<file path="config.mk">
export PLATFORM = sky130hd
export DESIGN_NAME = somador_serial_nbits
export DESIGN_NICKNAME = d
export VERILOG_FILES = /design/src/rtl/somador_serial_nbits.sv
export SDC_FILE = /design/constraint.sdc
export NUM_CORES = 1
export LEC_CHECK = 0
export ABC_AREA = 1
export CAP_MARGIN = 40
export CORE_MARGIN = 2
export CORE_UTILIZATION = 40
export CTS_BUF_LIST = sky130_fd_sc_hd__clkbuf_4 sky130_fd_sc_hd__clkbuf_8
export CTS_CLUSTER_SIZE = 30
export DETAILED_ROUTE_END_ITERATION = 10
export HOLD_SLACK_MARGIN = 0.1
export RECOVER_POWER = 100
export SYNTH_ARGS = -nofsm -noshare
export SYNTH_HDL_FRONTEND = slang
export SYNTH_SLANG_ARGS = --single-unit
</file>
<file path="constraint.sdc">
create_clock -name clk -period 1.79 [get_ports clk]
set_clock_uncertainty 0.2 [all_clocks]
set_input_delay 0.2685 -clock clk [delete_from_list [all_inputs] [get_ports clk]]
set_output_delay 0.2685 -clock clk [all_outputs]
set_load 0.05 [all_outputs]
</file>
<file path="src/rtl/somador_serial_nbits.sv">
// Bit-serial N-bit adder/subtractor.
// A single 1-bit full-adder slice processes one operand bit per clock, LSB
// first. Subtraction is done as A + ~B + ~Cin. The result appears N cycles
// after the start request and is held until the next completion.
//
// state  | meaning
// OCIOSO | idle, outputs hold the last result, waiting for inicio
// CALC   | one bit per cycle through the slice, N cycles
// FIM    | result valid (pronto=1); inicio here chains the next operation
module somador_serial_nbits #(
  parameter int N = 8
) (
  input  logic         clk,
  input  logic         rst,
  input  logic         inicio,
  input  logic         op,
  input  logic [N-1:0] A,
  input  logic [N-1:0] B,
  input  logic         Cin,
  output logic [N-1:0] S,
  output logic         Cout,
  output logic         V,
  output logic         ocupado,
  output logic         pronto
);

  localparam int CNT_W = $clog2(N) + 1;
  localparam logic [CNT_W-1:0] LAST = CNT_W'(N - 1);

  typedef enum logic [1:0] {
    OCIOSO = 2'd0,
    CALC   = 2'd1,
    FIM    = 2'd2
  } state_t;

  state_t state, next_state;

  logic [N-1:0]     a_reg;
  logic [N-1:0]     b_reg;   // already inverted for subtraction
  logic [N-1:0]     shift_reg;
  logic             carry;
  logic [CNT_W-1:0] cnt;

  logic start;
  logic done;

  logic a_bit, b_bit, sum_bit, carry_out;

  // The slice: operands are shifted right each cycle, so bit 0 is always current.
  always_comb begin
    a_bit     = a_reg[0];
    b_bit     = b_reg[0];
    sum_bit   = a_bit ^ b_bit ^ carry;
    carry_out = (a_bit & b_bit) | (carry & (a_bit ^ b_bit));
  end

  // State register with synchronous reset.
  always_ff @(posedge clk) begin
    if (rst) state <= OCIOSO;
    else     state <= next_state;
  end

  // Next-state logic and status outputs.
  always_comb begin
    next_state = state;
    start      = 1'b0;
    done       = 1'b0;
    ocupado    = 1'b0;
    pronto     = 1'b0;
    case (state)
      OCIOSO: begin
        if (inicio) begin
          next_state = CALC;
          start      = 1'b1;
        end else begin
          next_state = OCIOSO;
        end
      end
      CALC: begin
        ocupado = 1'b1;
        if (cnt == LAST) begin
          done       = 1'b1;
          next_state = FIM;
        end
      end
      FIM: begin
        pronto = 1'b1;
        if (inicio) begin
          next_state = CALC;
          start      = 1'b1;
        end else begin
          next_state = OCIOSO;
        end
      end
      default: next_state = OCIOSO;
    endcase
  end

  // Datapath: operand latch, serial accumulation and result registers.
  always_ff @(posedge clk) begin
    if (rst) begin
      a_reg     <= '0;
      b_reg     <= '0;
      shift_reg <= '0;
      carry     <= 1'b0;
      cnt       <= '0;
      S         <= '0;
      Cout      <= 1'b0;
      V         <= 1'b0;
    end else if (start) begin
      a_reg <= A;
      b_reg <= op ? ~B : B;
      carry <= op ? ~Cin : Cin;
      cnt   <= '0;
    end else if (state == CALC) begin
      a_reg     <= a_reg >> 1;
      b_reg     <= b_reg >> 1;
      carry     <= carry_out;
      shift_reg <= {sum_bit, shift_reg[N-1:1]};
      cnt       <= cnt + CNT_W'(1);
      if (done) begin
        S    <= {sum_bit, shift_reg[N-1:1]};
        Cout <= carry_out;
        // carry holds the carry into the MSB during the last slice cycle
        V    <= carry ^ carry_out;
      end
    end
  end

endmodule
</file>
Word level (Yosys, flattened, before mapping)
Index checks and enable logic that the tools add are counted.
- equality and inequality tests: 4
- add/subtract/negate cells: 1
- mux-type cells: 17
- reduce and logical (&&, ||, !) cells: 6
- bitwise operators: 9
- operator list (operator ; number):
    2-to-1 mux 8 bit ; 5
    2-to-1 mux 1 bit ; 10
    NOT 8 bit ; 1
    adder 4 x 1 -> 4 bit (second input constant) ; 1
    equality test 4 x 3 -> 1 bit (second input constant) ; 1
    case mux 2 bit (2 select lines) ; 1
    OR reduction 2 bit ; 2
    AND reduction 3 bit ; 1
    XOR 1 bit ; 3
    AND 1 bit ; 2
    equality test 2 x 1 -> 1 bit (second input constant) ; 1
    equality test 2 bit (second input constant) ; 1
    zero test 2 bit ; 1
    2-to-1 mux 2 bit ; 1
    inequality test 2 bit (second input constant) ; 1
    NOT 1 bit ; 2
    AND reduction 2 bit ; 1
    nonzero test 2 bit ; 1
    OR 1 bit ; 1
- bits of input ports: 21
- logic and storage cells: 46
- register bits after elaboration: 41
- output and inout bits: 12

Depth between registers and ports, before layout
- word-level depth: 5
- mapped depth: 8
- mapped depth without buffers: 7

Worst setup path before layout
No wires, ideal clock.
- path type: reg2out
- from: register state[1]
- to: output pronto
- required time: 1.321 ns
- path buffers: 0
- cell stages (with the launch flop): 3
- path slack: 0.282 ns
- arrival: 1.039 ns
- cells stage by stage: dfxtp_1 -> inv_1 -> nor2_1
- cells in the longest elaborated chain, start to end: 2
- RTL lines (what ; RTL line ; RTL):
    from (decl) ; 36 ; state_t state, next_state;
    from (signal assigned) ; 60 ; else state <= next_state;
    equality test 2 bit ; 70 ; case (state)
    2-to-1 mux 1 bit ; 70 ;
    to (decl) ; 24 ; output logic pronto
Every way passes these cells.

Final worst setup path
- from: register state[0]
- to: output ocupado
- cells in the longest elaborated chain, start to end: 2
- RTL lines (what ; RTL line ; RTL):
    equality test 2 x 1 -> 1 bit ; 70 ;
    2-to-1 mux 1 bit ; 70 ;
    to (decl) ; 23 ; output logic ocupado,
Every way passes these cells.

==> impl_metrics.csv <==
group,metric,value,unit
sta,fin_setup_tns,0,ps
cts,numCtsBuffers,5,
sta,setup_slack,125,ps
power_and_ir_drop,powerDensity,850,nW/µm²
setup_path,rr_endpoint,"b_reg[5]$_SDFFE_PP0P_",
sta,finalSetupViolCount,0,
finish,fill_cells,464,
drt,drc,0,
floorplan,rows,24,
cts,clkTransAtPathRegs,70,ps
yosys,yosysSeqAreaShare,44.6,%
yosys,synth_nets,281,
drt,via_count,1627,
power_and_ir_drop,vdd_drop_max,0.000402,V
yosys,synth-xor-area-share,0.488,%
setup_path,cp-start-kind,"register",
global_routing,antenna_found_initial,0,
sta,period_share,93.0,%
setup_path,r2r_slack,190,ps
finish,final_area,2250,µm²
place,pre_cts_slack,68.4,ps
setup_path,worstSetupEndpoint,"ocupado",
finish,fin_util,52.0,%
global_routing,overflow,0,
yosys,syn_area_per_cell,6.95,µm²
sta,hold_violations,0,
drt,ant_nets,0,
setup_path,path_class,"reg -> out",
floorplan,die-area,5040,µm²
setup_path,worstSetupStartpoint,"state[0]$_SDFFE_PP0P_",
floorplan,ioPinCount,33,
sta,maxSlewViolCount,0,
drt,drt_iter0_drc,62,
drt,first_pass_iters,4,
drt,wl_per_cell,10.8,µm
drt,drt-vias-per-instance,4.60,
cts,cts_tree,"done",
yosys,synth_top_family_by_area,"simple AND/OR/NAND/NOR gates",
place,place.gp.congestion,0.807,
global_routing,grt_usage,16.5,%
global_routing,grt_pass1_vias,1505,
floorplan,core,4320,µm²
yosys,syn_area,1790,µm²
floorplan,die_x,71.0,µm
power_and_ir_drop,p_leak,1.02,nW
place,dp_hpwl,2880,µm
sta,fin_crit,1660,ps
yosys,synth_compound_area_share,13.9,%
place,numPortBuffers,32,
yosys,ys_types,23,
yosys,muxShareOfSynthArea,0,%
finish,syn_to_final_growth,25.4,%
sta,relSlewSlack,59.9,%
cts,clock_latency,290,ps
yosys,synthAdderAreaFrac,1.81,%
floorplan,start_util,41.5,%
run,maxCapViolations,0,
min_path,hold_class,"reg -> reg",
status,outcome,"completed",
global_routing,grt_pass1_wl,6680,µm
cts,clk_path_buf_depth,2,
setup_path,cp.required,1320,ps
drt,finalWirelength,3810,µm
setup_path,r2r-start,"state[1]$_SDFFE_PP0P_",
global_routing,grt_max_degree,16,
setup_path,end_kind,"output pin",
yosys,yosys.area_share.simple,27.1,%
place,place_area,2230,µm²
setup_path,r2r.worst_path.cells,7,
finish,final_nets,324,
cts,cts-root-buf,"clkbuf_8",
yosys,synth_cells,258,
finish,drive_gt1_share,8.61,%
setup_path,crit_arrival,1200,ps
finish,seqCellArea,805,µm²
cts,cts.sinks,40,
sta,rsz0062_at_grt,"no",
sta,clock.fmax,0.601,GHz
setup_path,worstPathMaxFanout,6,
finish,antenna_cells,0,
cts,cts-htree-levels,2,
finish,multi_input_area,778,µm²
floorplan,dieHeight,71.0,µm
sta,worst_pin_slew,604,ps
yosys,synth_seq_cells,40,
yosys,ys_warn_count,0,
[where the power goes]
group	leakage, nW	switching [mW]	total (mW)	internal [mW]
clock network	0.0523	0.291	0.636	0.345
registers	0.328	0.0301	0.974	0.944
logic	0.635	0.166	0.303	0.137
total	1.02	0.487	1.91	1.43
[routing by layer]
layer | vias up | global-route usage (%) | part of all wire [%]
met3 | 5 | 3.99 | 3.9
met2 | 28 | 28.1 | 45
li1 | 895 | - | -
met5 | - | 0 | 0
met1 | 699 | 20.5 | 49
met4 | 0 | 5.66 | 1.6
[stage by stage]
| stage | instances | total power [mW] | hold slack, ps |
|---|---|---|---|
| after floorplan | 258 | 1.18 | 217 |
| after global placement | 346 | 1.31 | 249 |
| after detailed placement | 346 | 1.31 | 249 |
| after CTS | 354 | 1.95 | 261 |
| after global routing | 354 | 2.03 | 284 |
| final | 354 | 1.91 | 260 |
[cell usage after synthesis]
cell / number / area (µm²)
a211oi_1: 1 / 7.51
a21oi_1: 14 / 70.1
buf_1: 1 / 3.75
buf_2: 4 / 20.0
buf_4: 5 / 37.5
clkbuf_1: 3 / 11.3
dfxtp_1: 40 / 801
fa_1: 1 / 20.0
ha_1: 1 / 12.5
inv_1: 37 / 139
inv_2: 1 / 3.75
nand2_1: 50 / 188
nand2_2: 2 / 12.5
nand3_1: 24 / 120
nand3b_1: 1 / 7.51
nor2_1: 32 / 120
nor2_2: 1 / 6.26
nor2_4: 1 / 11.3
nor3_1: 3 / 15.0
o211ai_1: 1 / 7.51
o21ai_0: 33 / 165
or2_2: 1 / 6.26
xor2_1: 1 / 8.76
[placed cells by master (no fill, tap or decap), drive strengths merged]
| master | count |
|---|---|
| o21ai | 33 |
| a211oi | 1 |
| nand3b | 1 |
| inv | 38 |
| a21oi | 14 |
| dlygate4sd3 | 1 |
| fa | 1 |
| clkdlybuf4s50 | 19 |
| buf | 10 |
| o211ai | 1 |
| nor2 | 34 |
| dfxtp | 40 |
| nand3 | 24 |
| ha | 1 |
| nand2 | 52 |
| xor2 | 1 |
| or2 | 1 |
| nor3 | 3 |
| clkbuf | 27 |
[logic make-up (layout without fill, tap and decap cells)]
kind of cell / Yosys count / count (layout)
simple gates: 115 / 115
xor+xnor: 1 / 1
compound gates: 49 / 49
fa+ha+maj: 2 / 2
flops: 40 / 40
buf+inv: 51 / 95
[final cells by class]
type | instances | area share (%)
multi-input combinational | 167 | 34.6
sequential | 40 | 35.8
inverter | 38 | 6.34
clock buffer | 8 | 4.34
timing repair buffer | 49 | 16.1
tap | 52 | 2.89
[worst max-delay path: stages, from the launching register on]
cell and delay [ps]:
dfxtp_4 380, inv_1 80, nor2_2 130, buf_4 170, buf_12 140
[worst min-delay path by stage]
stage | from | end | slack, ps | cells past startpoint
2_1_floorplan | A[7] | a_reg[7]$_SDFFE_PP0P_ | 220 | 2
3_3_place_gp | a_reg[3]$_SDFFE_PP0P_ | a_reg[3]$_SDFFE_PP0P_ | 250 | 2
3_5_place_dp | a_reg[3]$_SDFFE_PP0P_ | a_reg[3]$_SDFFE_PP0P_ | 250 | 2
4_1_cts | a_reg[3]$_SDFFE_PP0P_ | a_reg[3]$_SDFFE_PP0P_ | 260 | 2
5_1_grt | shift_reg[7]$_SDFFE_PP0P_ | shift_reg[7]$_SDFFE_PP0P_ | 280 | 2
6_report | b_reg[7]$_SDFFE_PP0P_ | b_reg[7]$_SDFFE_PP0P_ | 260 | 2
[repair_timing]
item | CTS | global route
hold buffers | 0 | 0
endpoints found under the setup margin | 1 | 1
gates resized for setup | 1 | 1
setup buffers | 0 | 0
Note: power is estimated with default switching activity, not from simulation.
